File: config.mk
export PLATFORM = sky130hd
export DESIGN_NAME = mul_datapath_flat
export DESIGN_NICKNAME = d
export VERILOG_FILES = /design/src/rtl/mul_datapath_if.sv /design/src/rtl/mul_datapath.sv /design/src/flat_wrapper.sv
export SDC_FILE = /design/constraint.sdc
export NUM_CORES = 1
export LEC_CHECK = 0
export CAP_MARGIN = 5
export CORE_MARGIN = 3
export CORE_UTILIZATION = 57
export CTS_BUF_LIST = sky130_fd_sc_hd__clkbuf_8
export DETAILED_ROUTE_END_ITERATION = 8
export PLACE_DENSITY_LB_ADDON = 0.25
export SYNTH_ARGS = -nofsm -noshare
export SYNTH_HDL_FRONTEND = slang
export SYNTH_SLANG_ARGS = --single-unit
File: constraint.sdc
create_clock -name clk -period 3.1 [get_ports clk]
set_input_delay 0.93 -clock clk [delete_from_list [all_inputs] [get_ports clk]]
set_output_delay 0.93 -clock clk [all_outputs]
set_load 0.05 [all_outputs]
File: src/rtl/mul_datapath_if.sv
// Controller <-> datapath bundle for the shift-free multiplier datapath.
// The controller drives operands and control strobes; the datapath returns status and the product.
interface mul_datapath_if #(
  parameter int WIDTH = 16
);
  logic [WIDTH-1:0]   data_in;
  logic               ldA;
  logic               ldB;
  logic               ldP;
  logic               clrP;
  logic               decQ;
  logic               eqz;
  logic [2*WIDTH-1:0] product;
  logic               busy;

  modport master (
    output data_in, ldA, ldB, ldP, clrP, decQ,
    input  eqz, product, busy
  );

  modport slave (
    input  data_in, ldA, ldB, ldP, clrP, decQ,
    output eqz, product, busy
  );
endinterface

File: src/rtl/mul_datapath.sv
// Repeated-addition multiplier datapath: A is added into P once per count of B.
// B counts down and saturates at zero, which also gates accumulation so P ends at exactly A*B.
module mul_datapath #(
  parameter int WIDTH = 16
) (
  input  logic         clk,
  input  logic         rst,
  mul_datapath_if.slave bus
);
  logic [WIDTH-1:0]   a_reg;
  logic [WIDTH-1:0]   b_reg;
  logic [WIDTH-1:0]   b_next;
  logic [2*WIDTH-1:0] p_reg;
  logic [2*WIDTH-1:0] p_next;
  logic               busy_reg;
  logic               busy_next;
  logic               b_zero;

  assign b_zero = (b_reg == '0);

  always_comb begin
    b_next = b_reg;
    if (bus.ldB) begin
      b_next = bus.data_in;
    end else if (bus.decQ && !b_zero) begin
      b_next = b_reg - WIDTH'(1);
    end

    // Accumulation is suppressed at B == 0 so the controller's exit-edge strobe is harmless.
    p_next = p_reg;
    if (bus.clrP) begin
      p_next = '0;
    end else if (bus.ldP && !b_zero) begin
      p_next = p_reg + {{WIDTH{1'b0}}, a_reg};
    end

    busy_next = busy_reg;
    if (bus.ldB || (b_next == '0)) begin
      busy_next = 1'b0;
    end else if (bus.ldP || bus.decQ) begin
      busy_next = 1'b1;
    end
  end

  always_ff @(posedge clk or posedge rst) begin
    if (rst) begin
      a_reg    <= '0;
      b_reg    <= '0;
      p_reg    <= '0;
      busy_reg <= 1'b0;
    end else begin
      if (bus.ldA) begin
        a_reg <= bus.data_in;
      end
      b_reg    <= b_next;
      p_reg    <= p_next;
      busy_reg <= busy_next;
    end
  end

  assign bus.eqz     = b_zero;
  assign bus.product = p_reg;
  assign bus.busy    = busy_reg;
endmodule
File: src/flat_wrapper.sv
// flat-port wrapper written by rule: the top's interface ports become plain ports
module mul_datapath_flat 
#(
  parameter int WIDTH = 16
)
  (clk, rst, bus_data_in, bus_ldA, bus_ldB, bus_ldP, bus_clrP, bus_decQ, bus_eqz, bus_product, bus_busy);
  mul_datapath_if #(.WIDTH(WIDTH)) bus_i ();
  input  logic clk;
  input  logic rst;
  input wire logic [$bits(bus_i.data_in)-1:0] bus_data_in;
  input wire logic [$bits(bus_i.ldA)-1:0] bus_ldA;
  input wire logic [$bits(bus_i.ldB)-1:0] bus_ldB;
  input wire logic [$bits(bus_i.ldP)-1:0] bus_ldP;
  input wire logic [$bits(bus_i.clrP)-1:0] bus_clrP;
  input wire logic [$bits(bus_i.decQ)-1:0] bus_decQ;
  output wire logic [$bits(bus_i.eqz)-1:0] bus_eqz;
  output wire logic [$bits(bus_i.product)-1:0] bus_product;
  output wire logic [$bits(bus_i.busy)-1:0] bus_busy;
  assign bus_i.data_in = bus_data_in;
  assign bus_i.ldA = bus_ldA;
  assign bus_i.ldB = bus_ldB;
  assign bus_i.ldP = bus_ldP;
  assign bus_i.clrP = bus_clrP;
  assign bus_i.decQ = bus_decQ;
  assign bus_eqz = bus_i.eqz;
  assign bus_product = bus_i.product;
  assign bus_busy = bus_i.busy;
  mul_datapath #(.WIDTH(WIDTH)) u_core (.clk(clk), .rst(rst), .bus(bus_i));
endmodule
==> summary.txt, run 1 <==
Global route
  – Maximum number of pins on one net before global-route repair: between 40 and 50
  – Antenna violations before repair: 0
  – Vias in the first global route: around 3600
  – First-pass GRT wire length: roughly 18 mm
  – GRT Resource Usage Total: 0.269
  – Gr ovfl total: 0

Finish
  – Final core occ: 0.742
  – Number of flip-flops in the largest register: 32
  – Layout fillers: between 500 and 600
  – NumNets Final: between 500 and 600
  – Share of cells above drive strength 1: 0.161
  – Non-filler cells, final: just under 600
  – Antenna diode instance count: 0
  – Area grow syn2layout: 25.8%

Synth
  – Ys async rst share: 1.00
  – Synth top area cells: dfrtp_1 (40%), ha_1 (5.6%), mux2_2 (5.3%), nand2_1 (4.4%), a21oi_1 (4.2%)
  – YS warnings: 0
  – Synthesized instance count: 421
  – Seq cells post-synth: 65
  – Mapped Nets: 463
  – Unique masters post-synth: between 60 and 70
  – Post-synth EDFFs: 0
  – Share of Yosys cell area claimed by the top area cell type: 0.403
  – Top FF cell, synth: dfrtp_1
  – Syn_area_per_cell: 9.58 um2
  – Top cells by count, synth: dfrtp_1 (65), nand2_1 (47), a21oi_1 (34)
  – Mapped Area: 4030 um2
  – Area leader, netlist: dfrtp_1
  – Seq/Total Area, Yosys: 0.403
  – Most frequent cell after synthesis: dfrtp_1

Floorplan
  – Starting density of the core: 0.590
  – IO Count: between 50 and 60
  – Core ar.: 6830 um2
  – Die Width: ~90 um
  – DIE HEIGHT: between 90 and 100 um
  – # rows: 30
  – Die Area: between 8000 and 9000 um2

CTS
  – CTS Buf Count: 9
  – H-tree depth: 3
  – Clock transition at path regs: 70 ps
  – Sink Count: 65
  – Clk root buf: clkbuf_8
  – CTS Buffer Depth: 2
  – CTS tree: built
  – Worst skew pair latency: 340 ps
  – Post-CTS Hold Buffers: 0

Power
  – Switching Share: 0.361
  – Seq pwr share: 0.407
  – Cell-internal power: approximately 1.6 mW
  – Leak: about 2.1 nW
  – Psw: between 0.8 and 0.9 mW
  – Maximum VDD drop: approximately 0.0004 V
  – Clock share of power: 0.264
  – Total power: between 2 and 2.5 mW
  – Pwr Density: between 400 and 500 nW/um2
  – Comb power frac: 0.329

Placement
  – Placed cells: approximately 570
  – Routability cong.: 0.878
  – I/O Buffers: 56
  – Hpwl dp: ~7.6 mm

STA
  – Fin crit share: 0.988
  – Post-Route Skew: around 9 ps
  – Final setup viols: 0
  – Unrepaired setup endpoints after global routing: true
  – Highest Clock Rate: about 330 MHz
  – Final hold vios: 0
  – Max Slew Vio Count: 0
  – Worst hold slack: 516 ps
  – Max-slew headroom: 0.496
  – Worst slew pin tran: 754 ps
  – Final min period: slightly above 3000 ps

Routing
  – DR pass1 iterations: 5
  – # DRC: 0
  – Routed length per instance: approximately 18 um
  – Wirelength, routed: roughly 10 mm
  – Via density: approximately 6.2
  – First DRT Iteration DRCs: just over 300
  – DRT antenna net count: 0
  – DR vias: about 3700

Worst setup path
  – Worst path cell trace: clkdlybuf4s50_1 -> or4b_4 -> or4_4 -> buf_6 -> nor3_4 -> xnor2_1 -> o21ai_1 -> nor4bb_1 -> a31oi_1
  – CP peak stage delay: 480 ps
  – Crit path max fanout: 2
  – Worst EP arrival: around 3300 ps
  – Crit path max-delay cell type: clkdlybuf4s50_1
  – Crit. End Element: register
  – Required time worst endpoint: 3310 ps
  – Worst setup SP type: input pin
  – Setup CP Type: input pin to register

Status
  – Status: finished, final reports clean

Run
  – Max-Cap Viols: 0

Min path
  – Min-delay worst type: register to register
==> critical path: cells and delay by family <==
family / cells / cell delay (ps)
buffers and inverters: 2 / 630
AO/OA/AOI/OAI: 2 / 260
AND/OR/NAND/NOR: 4 / 1340
XOR/XNOR: 1 / 130
==> timing repair <==
| item | in CTS | in global routing |
|---|---|---|
| pin swaps | 1 | 8 |
| setup endpoints to repair | 1 | 3 |
| buffers inserted | 2 | 2 |
| gates resized for setup | 5 | 5 |
==> power groups by stage <==
stage          Sequential (mW)  Clock, mW  Combinational, mW
2_1_floorplan             1.12          0              0.445
3_3_place_gp              1.02          0              0.775
3_5_place_dp              1.02          0              0.799
4_1_cts                   1.01      0.666              0.810
5_1_grt                   1.02      0.700              0.895
6_report                  1.01      0.657              0.819
==> per-layer routing <==
| metal | vias to the layer above | track usage | wire length (um) |
|---|---|---|---|
| met5 | - | 0 | 0 |
| li1 | 1730 | - | - |
| met4 | 0 | 0.116 | 244 |
| met2 | 134 | 0.450 | 5130 |
| met3 | 24 | 0.0418 | 580 |
| met1 | 1788 | 0.346 | 4460 |
==> worst paths after layout <==
path	from	cells past startpoint	slack [ps]	endpoint
max	bus_decQ	9	40	u_core.bus.busy$_DFFE_PP0P_
min	u_core.a_reg[13]$_DFFE_PP0P_	1	520	u_core.a_reg[13]$_DFFE_PP0P_
max reg2reg	u_core.bus.product[0]$_DFFE_PP0P_	9	230	u_core.bus.product[30]$_DFFE_PP0P_
min reg2reg	u_core.a_reg[13]$_DFFE_PP0P_	1	520	u_core.a_reg[13]$_DFFE_PP0P_
max in group asynchronous	rst	3	1490	u_core.b_reg[0]$_DFF_PP0_
min in group asynchronous	rst	2	980	u_core.bus.product[21]$_DFFE_PP0P_
==> cell type report <==
cell class	count	area, um2	share of cell area
Clock inverter	5	31.3	0.00617
Sequential cell	65	1630	0.321
Clock buffer	11	151	0.0299
Timing Repair Buffer	76	774	0.153
Multi-Input combinational cell	329	2320	0.458
Inverter	12	45.0	0.00888
Tap cell	96	120	0.0237
==> cell usage in the layout, fill, tap and decap left out, types with 7 or more instances in the layout <==
master	count
o31ai_1	10
nand3_1	8
nand2_1	47
mux2_2	19
a21o_1	7
o21ai_0	21
nand4_1	8
nor3_1	8
dfrtp_1	65
buf_4	15
nor2_1	20
xnor2_1	11
or3_1	8
ha_1	18
nor2b_1	7
and3_1	8
or4_1	9
clkbuf_8	11
inv_1	10
clkdlybuf4s50_1	55
a21oi_1	34
==> cells by family (layout without fill, tap and decap cells) <==
| kind of cell | count (synthesis) | count (layout) | synth area share |
|---|---|---|---|
| simple gates | 166 | 166 | 0.244 |
| flops | 65 | 65 | 0.403 |
| xor+xnor | 17 | 17 | 0.0369 |
| compound gates | 106 | 106 | 0.166 |
| mux | 21 | 21 | 0.0583 |
| buf+inv | 27 | 104 | 0.0304 |
| fa+ha+maj | 19 | 19 | 0.0608 |
==> per-stage QoR <==
step	area [um2]	setup WS (ps)	setup TNS (ps)
2_1_floorplan	4040	124	0
3_5_place_dp	4820	-317	-317
3_3_place_gp	4820	-247	-247
4_1_cts	5030	10.7	0
5_1_grt	5070	-60.4	-60.4
6_report	5070	38.3	0
(Power assumes the default switching activity.)
==> inputs of run 2 (changes only) <==
- CORE_ASPECT_RATIO: not set -> 0.7
==> run 2 against run 1 <==
  * Sequential share of layout area is essentially flat
  * Sequential power is essentially flat
  * Combinational power grew 2%
  * Critical path depth shrank 5
  * Global-route usage grew 1.5 points
  * Non-clock buffer count grew 7
  * Die area grew 0.19%
  * Power shrank 0.46%
  * Cell count grew 0.17%
  * Count of clock-buffer cells in the layout shrank 1
  * Largest cell class unchanged
  * Highest routed layer unchanged
==> summary.txt, run 2 (synthesized netlist as in run 1, its figures left out) <==
CTS
  – Clk root buf: clkbuf_8
  – H-tree depth: 3 (unchanged)
  – Worst skew pair latency: 360 ps (+20 ps)
  – CTS Buffer Depth: 2 (unchanged)
  – CTS tree: built
  – CTS Buf Count: 9 (unchanged)
  – Sink Count: 65 (unchanged)
  – Clock transition at path regs: 70 ps (about the same)

Finish
  – Area grow syn2layout: 25.8% (about the same)
  – Antenna diode instance count: 0 (unchanged)
  – Design area: 5070 um2 (about the same)
  – NumNets Final: 542 (+1.3%)
  – Most common cell after layout, fill and taps aside: dfrtp_1
  – Commonest non-fill, non-tap cells in the layout: dfrtp_1 (65), clkdlybuf4s50_1 (55), nand2_1 (47), a21oi_1 (34), buf_4 (26)
  – Final core occ: 0.775 (+0.0327)
  – Number of flip-flops in the largest register: 32 (unchanged)
  – Share of cells above drive strength 1: 0.177 (+0.0159)

Global route
  – Maximum number of pins on one net before global-route repair: 39 (-9.3%)
  – Gr ovfl total: 0 (unchanged)
  – First-pass GRT wire length: 18.3 mm (+3.6%)
  – Vias in the first global route: 3574 (-0.64%)
  – Antenna violations before repair: 0 (unchanged)
  – GRT Resource Usage Total: 0.284 (+0.0150)

Floorplan
  – # rows: 24 (-20%)
  – Core ar.: 6550 um2 (-4.2%)
  – DIE HEIGHT: 76.4 um (-15%)
  – Die Width: 107 um (+18%)
  – Starting density of the core: 0.616 (+0.0257)
  – Die Area: 8130 um2 (+0.19%)
  – IO Count: 57 (unchanged)

STA
  – Max-slew headroom: 0.506 (+0.0100)
  – Worst slew pin tran: 739 ps (-15.0 ps)
  – Highest Clock Rate: 327 MHz (+0.20%)
  – Final hold vios: 0 (unchanged)
  – Post-Route Skew: 8.98 ps (-0.0879 ps)
  – Final setup viols: 0 (unchanged)
  – Unrepaired setup endpoints after global routing: true
  – Fin crit share: 0.986 (-0.00193)
  – Final min period: 3060 ps (-5.99 ps)
  – Setup_tns: 0 ps (unchanged)
  – Max Slew Vio Count: 0 (unchanged)

Worst setup path
  – Setup CP Type: register to primary output
  – Crit path max-delay cell type: nor4_2
  – Worst setup SP type: register
  – Crit path max fanout: 7 (+5)
  – Worst path cell trace: nor4_2 -> nand2_1 -> nor3_4 -> buf_12
  – Top delay family on crit path: simple AND/OR/NAND/NOR gates
  – Worst EP arrival: 2130 ps (-1150 ps)
  – CP peak stage delay: 570 ps (+90 ps)
  – Required time worst endpoint: 2170 ps (-1140 ps)
  – Bufs and invs on worst path: 1 (-1)
  – Crit. End Element: primary output

Power
  – Maximum VDD drop: 0.000365 V (-9.1%)
  – Leak: 2.13 nW (+1.2%)
  – Pwr Density: 489 nW/um2 (-0.51%)

Run
  – Max-Cap Viols: 0 (unchanged)

Routing
  – Routed length per instance: 19.0 um (+8.6%)
  – DRT antenna net count: 0 (unchanged)
  – DR vias: 3740 (+1.7%)
  – DR pass1 iterations: 6 (+1)
  – Via density: 6.29 (+1.6%)
  – # DRC: 0 (unchanged)
  – Wirelength, routed: 11.3 mm (+8.8%)
  – First DRT Iteration DRCs: 342 (+11%)

Placement
  – Routability cong.: 0.993 (+13%)
  – Hpwl dp: 8.25 mm (+8.1%)
  – I/O Buffers: 56 (unchanged)
  – Placed Area: 4830 um2 (+0.18%)

Status
  – Status: finished, final reports clean

Min path
  – Min-delay worst type: register to register
-- run 2: cell count changes in the layout (fill, tap and decap cells not counted), moves of 2 or more --
cell,before,now
clkinvlp_4,3,1
nor3_4,3,1
buf_4,15,26
buf_12,5,2
nor3_2,1,3
-- run 2: final timing paths --
kind                                              startpoint                                 end  slack [ps]  cells after the start
setup / recovery                   u_core.b_reg[9]$_DFF_PP0_                             bus_eqz          40                      4
min in group asynchronous                                rst  u_core.bus.product[23]$_DFFE_PP0P_         980                      2
setup reg to reg           u_core.bus.product[0]$_DFFE_PP0P_  u_core.bus.product[14]$_DFFE_PP0P_         210                      9
hold reg to reg                  u_core.a_reg[3]$_DFFE_PP0P_         u_core.a_reg[3]$_DFFE_PP0P_         520                      1
max in group asynchronous                                rst        u_core.a_reg[13]$_DFFE_PP0P_        1490                      3
hold / removal                   u_core.a_reg[3]$_DFFE_PP0P_         u_core.a_reg[3]$_DFFE_PP0P_         520                      1
-- run 2: power breakdown --
part | internal [mW] | total (mW) | switching [mW] | leakage [nW]
Clock | 0.299 | 0.627 | 0.328 | 0.0905
Sequential | 0.924 | 1.02 | 0.0950 | 0.826
Combinational | 0.342 | 0.833 | 0.491 | 1.22
Total | 1.56 | 2.48 | 0.914 | 2.13
-- run 2: metal layers --
metal	part of all wire	global-route usage
met4	0.016	0.0830
met3	0.089	0.0762
met2	0.43	0.401
met1	0.46	0.426
met5	0	0
-- run 2: layout make-up --
cell class                      instances  area [um2]
Tap cell                               91         114
Clock inverter                          5        25.0
Multi-Input combinational cell        329        2340
Sequential cell                        65        1630
Clock buffer                           10         138
Fill cell                             477        1470
Inverter                               12        45.0
Timing Repair Buffer                   83         786
-- run 2: timing repair --
| action | in CTS | in global routing |
|---|---|---|
| buffers inserted | 3 | 1 |
| endpoints found under the setup margin | 1 | 2 |
| hold buffers | 0 | 0 |
| pin swaps | 1 | 3 |
| gates resized for setup | 5 | 7 |
-- run 2: through the flow --
step / total power, mW / hold WS, ps / cells / setup slack [ps]
after floorplan: 1.56 / 485 / 421 / 124
after global placement: 1.80 / 501 / 576 / -326
after detailed placement: 1.83 / 503 / 576 / -336
after CTS: 2.46 / 519 / 594 / -8.69
after global routing: 2.62 / 531 / 595 / -55.0
final: 2.48 / 518 / 595 / 44.3
==> inputs of run 3 (changes only) <==
- CORE_UTILIZATION: 57 -> 60
- DONT_BUFFER_PORTS: not set -> 1
==> run 3 against run 2 <==
  * Register-to-register slack better by 50 ps
  * Worst hold slack worse by 90 ps
  * Clock skew decreased by 3.4 ps
  * Core utilization is 6.7 points lower
  * Cell count fell by 9.1%
  * Power is 1.8% higher
  * Sequential share of layout area up 4.0 points
  * Fmax decreased by 0.20%
  * Via count decreased by 8.4%
  * First-iteration DRC count is 33% lower
  * Setup slack got worse by 6.2 ps
==> summary.txt, run 3 (synthesized netlist as in run 1, its figures left out) <==
Global route
  – Antenna violations before repair: 0 (unchanged)
  – Maximum number of pins on one net before global-route repair: 43 (+10%)
  – GRT Resource Usage Total: 0.280 (-0.00341)
  – Gr ovfl total: 0 (unchanged)
  – Vias in the first global route: 3270 (-8.5%)
  – First-pass GRT wire length: 16.8 mm (-8.1%)

Finish
  – Final core occ: 0.708 (-0.0669)
  – Non-filler cells, final: 541 (-9.1%)
  – Most common cell after layout, fill and taps aside: dfrtp_1
  – Commonest non-fill, non-tap cells in the layout: dfrtp_1 (65), nand2_1 (47), a21oi_1 (34), buf_4 (27), o21ai_0 (22)
  – Antenna diode instance count: 0 (unchanged)
  – Design area: 4510 um2 (-11%)
  – NumNets Final: 487 (-10%)
  – Number of flip-flops in the largest register: 32 (unchanged)
  – Share of cells above drive strength 1: 0.187 (+0.0101)
  – Area grow syn2layout: 11.8%

Worst setup path
  – Worst EP arrival: 2130 ps (about the same)
  – Reg2reg setup slack: 260 ps (+50 ps)
  – CP peak stage delay: 470 ps (-100 ps)
  – End of the critical path: bus_eqz
  – Critical Path Stages: 6 (+2)
  – Crit path max-delay cell type: or4b_4
  – Worst path cell trace: inv_2 -> ha_1 -> or4b_4 -> or3_1 -> nor3_2 -> buf_6
  – Crit Reg-Reg Endpoint: u_core.bus.product[14]$_DFFE_PP0P_
  – Worst Setup SP: u_core.b_reg[0]$_DFF_PP0_
  – Crit path max fanout: 4 (-3)
  – Crit. End Element: primary output
  – Worst setup SP type: register
  – Top delay family on crit path: simple AND/OR/NAND/NOR gates
  – Reg2reg path depth: 9 (unchanged)
  – Required time worst endpoint: 2170 ps (about the same)
  – Setup CP Type: register to primary output
  – Bufs and invs on worst path: 2 (+1)
  – RR Startpoint: u_core.bus.product[0]$_DFFE_PP0P_

STA
  – Fin crit share: 0.988 (+0.00199)
  – Final min period: 3060 ps (+6.16 ps)
  – Highest Clock Rate: 327 MHz (-0.20%)
  – Final hold vios: 0 (unchanged)
  – Max-slew headroom: 0.535 (+0.0289)
  – Final setup viols: 0 (unchanged)
  – Final WS setup: 38.1 ps (-6.16 ps)
  – Worst slew pin tran: 696 ps (-42.9 ps)
  – Max Slew Vio Count: 0 (unchanged)
  – Unrepaired setup endpoints after global routing: true
  – Post-Route Skew: 5.61 ps (-3.37 ps)
  – Setup_tns: 0 ps (unchanged)

Placement
  – I/O Buffers: 0 (-100%)
  – Hpwl dp: 7.75 mm (-6.1%)
  – Routability cong.: 0.980 (-1.2%)
  – Placed cells: 523 (-9.2%)
  – Placed Area: 4270 um2 (-12%)
  – Pre-CTS WS: 179 ps (+515 ps)

Routing
  – # DRC: 0 (unchanged)
  – DR pass1 iterations: 5 (-1)
  – DR vias: 3425 (-8.4%)
  – First DRT Iteration DRCs: 228 (-33%)
  – Via density: 6.33 (+0.72%)
  – Routed length per instance: 19.3 um (+1.6%)
  – Wirelength, routed: 10.5 mm (-7.7%)
  – DRT antenna net count: 0 (unchanged)

Floorplan
  – IO Count: 57 (unchanged)
  – Starting density of the core: 0.633 (+0.0174)
  – DIE HEIGHT: 74.6 um (-2.3%)
  – Die Width: 104 um (-2.4%)
  – # rows: 24 (unchanged)
  – Core ar.: 6370 um2 (-2.8%)
  – Die Area: 7750 um2 (-4.7%)

CTS
  – Clock transition at path regs: 70 ps (about the same)
  – CTS Buffer Depth: 2 (unchanged)
  – Post-CTS Hold Buffers: 0 (unchanged)
  – CTS Buf Count: 9 (unchanged)
  – Sink Count: 65 (unchanged)
  – H-tree depth: 3 (unchanged)
  – Clk root buf: clkbuf_8
  – Worst skew pair latency: 350 ps (about the same)
  – CTS tree: built

Min path
  – Min-delay worst type: input pin to async pin

Power
  – Leak: 1.95 nW (-8.8%)
  – Pwr Density: 560 nW/um2 (+15%)
  – Maximum VDD drop: 0.000321 V (-12%)

Run
  – Max-Cap Viols: 0 (unchanged)

Status
  – Status: finished, final reports clean
[run 3: metal layers]
metal / share of wire / up-vias / track usage
met2: 0.44 / 141 / 0.407
met5: 0 / - / 0
li1: - / 1630 / -
met1: 0.45 / 1641 / 0.389
met4: 0.0083 / 0 / 0.0649
met3: 0.10 / 13 / 0.124
[run 3: stage by stage]
step / total power, mW / hold WS, ps
detailed placement: 1.73 / 505
CTS: 2.52 / 427
finish: 2.52 / 427
floorplan: 1.56 / 485
global placement: 1.70 / 502
global route: 2.65 / 429
[run 3: final cells by class]
cell class	instances	area, um2
clock inverter	7	86.3
timing repair buffer	28	214
sequential	65	1630
multi-input combinational	329	2300
tap	91	114
fill	513	1860
clock buffer	9	124
inverter	12	45.0
[run 3: worst min path at each step]
stage,slack (ps),to,cells after the start,from
after global routing,430,u_core.a_reg[0]$_DFFE_PP0P_,1,rst
after detailed placement,510,u_core.a_reg[6]$_DFFE_PP0P_,1,u_core.a_reg[6]$_DFFE_PP0P_
after floorplan,480,u_core.a_reg[3]$_DFFE_PP0P_,1,u_core.a_reg[3]$_DFFE_PP0P_
final,430,u_core.a_reg[0]$_DFFE_PP0P_,1,rst
after CTS,430,u_core.a_reg[0]$_DFFE_PP0P_,1,rst
after global placement,500,u_core.a_reg[4]$_DFFE_PP0P_,1,u_core.a_reg[4]$_DFFE_PP0P_
[run 3: timing repair]
| item | in CTS | in global routing |
|---|---|---|
| gates resized for setup | 3 | 1 |
| cloned | 0 | 0 |
| setup buffers | 2 | 0 |
| setup endpoints to repair | 1 | 1 |
[run 3: power breakdown]
group	total, mW	internal, mW	leakage (nW)	switching, mW
Combinational	0.705	0.272	1.01	0.433
Sequential	1.03	0.923	0.826	0.106
Clock	0.790	0.447	0.116	0.343
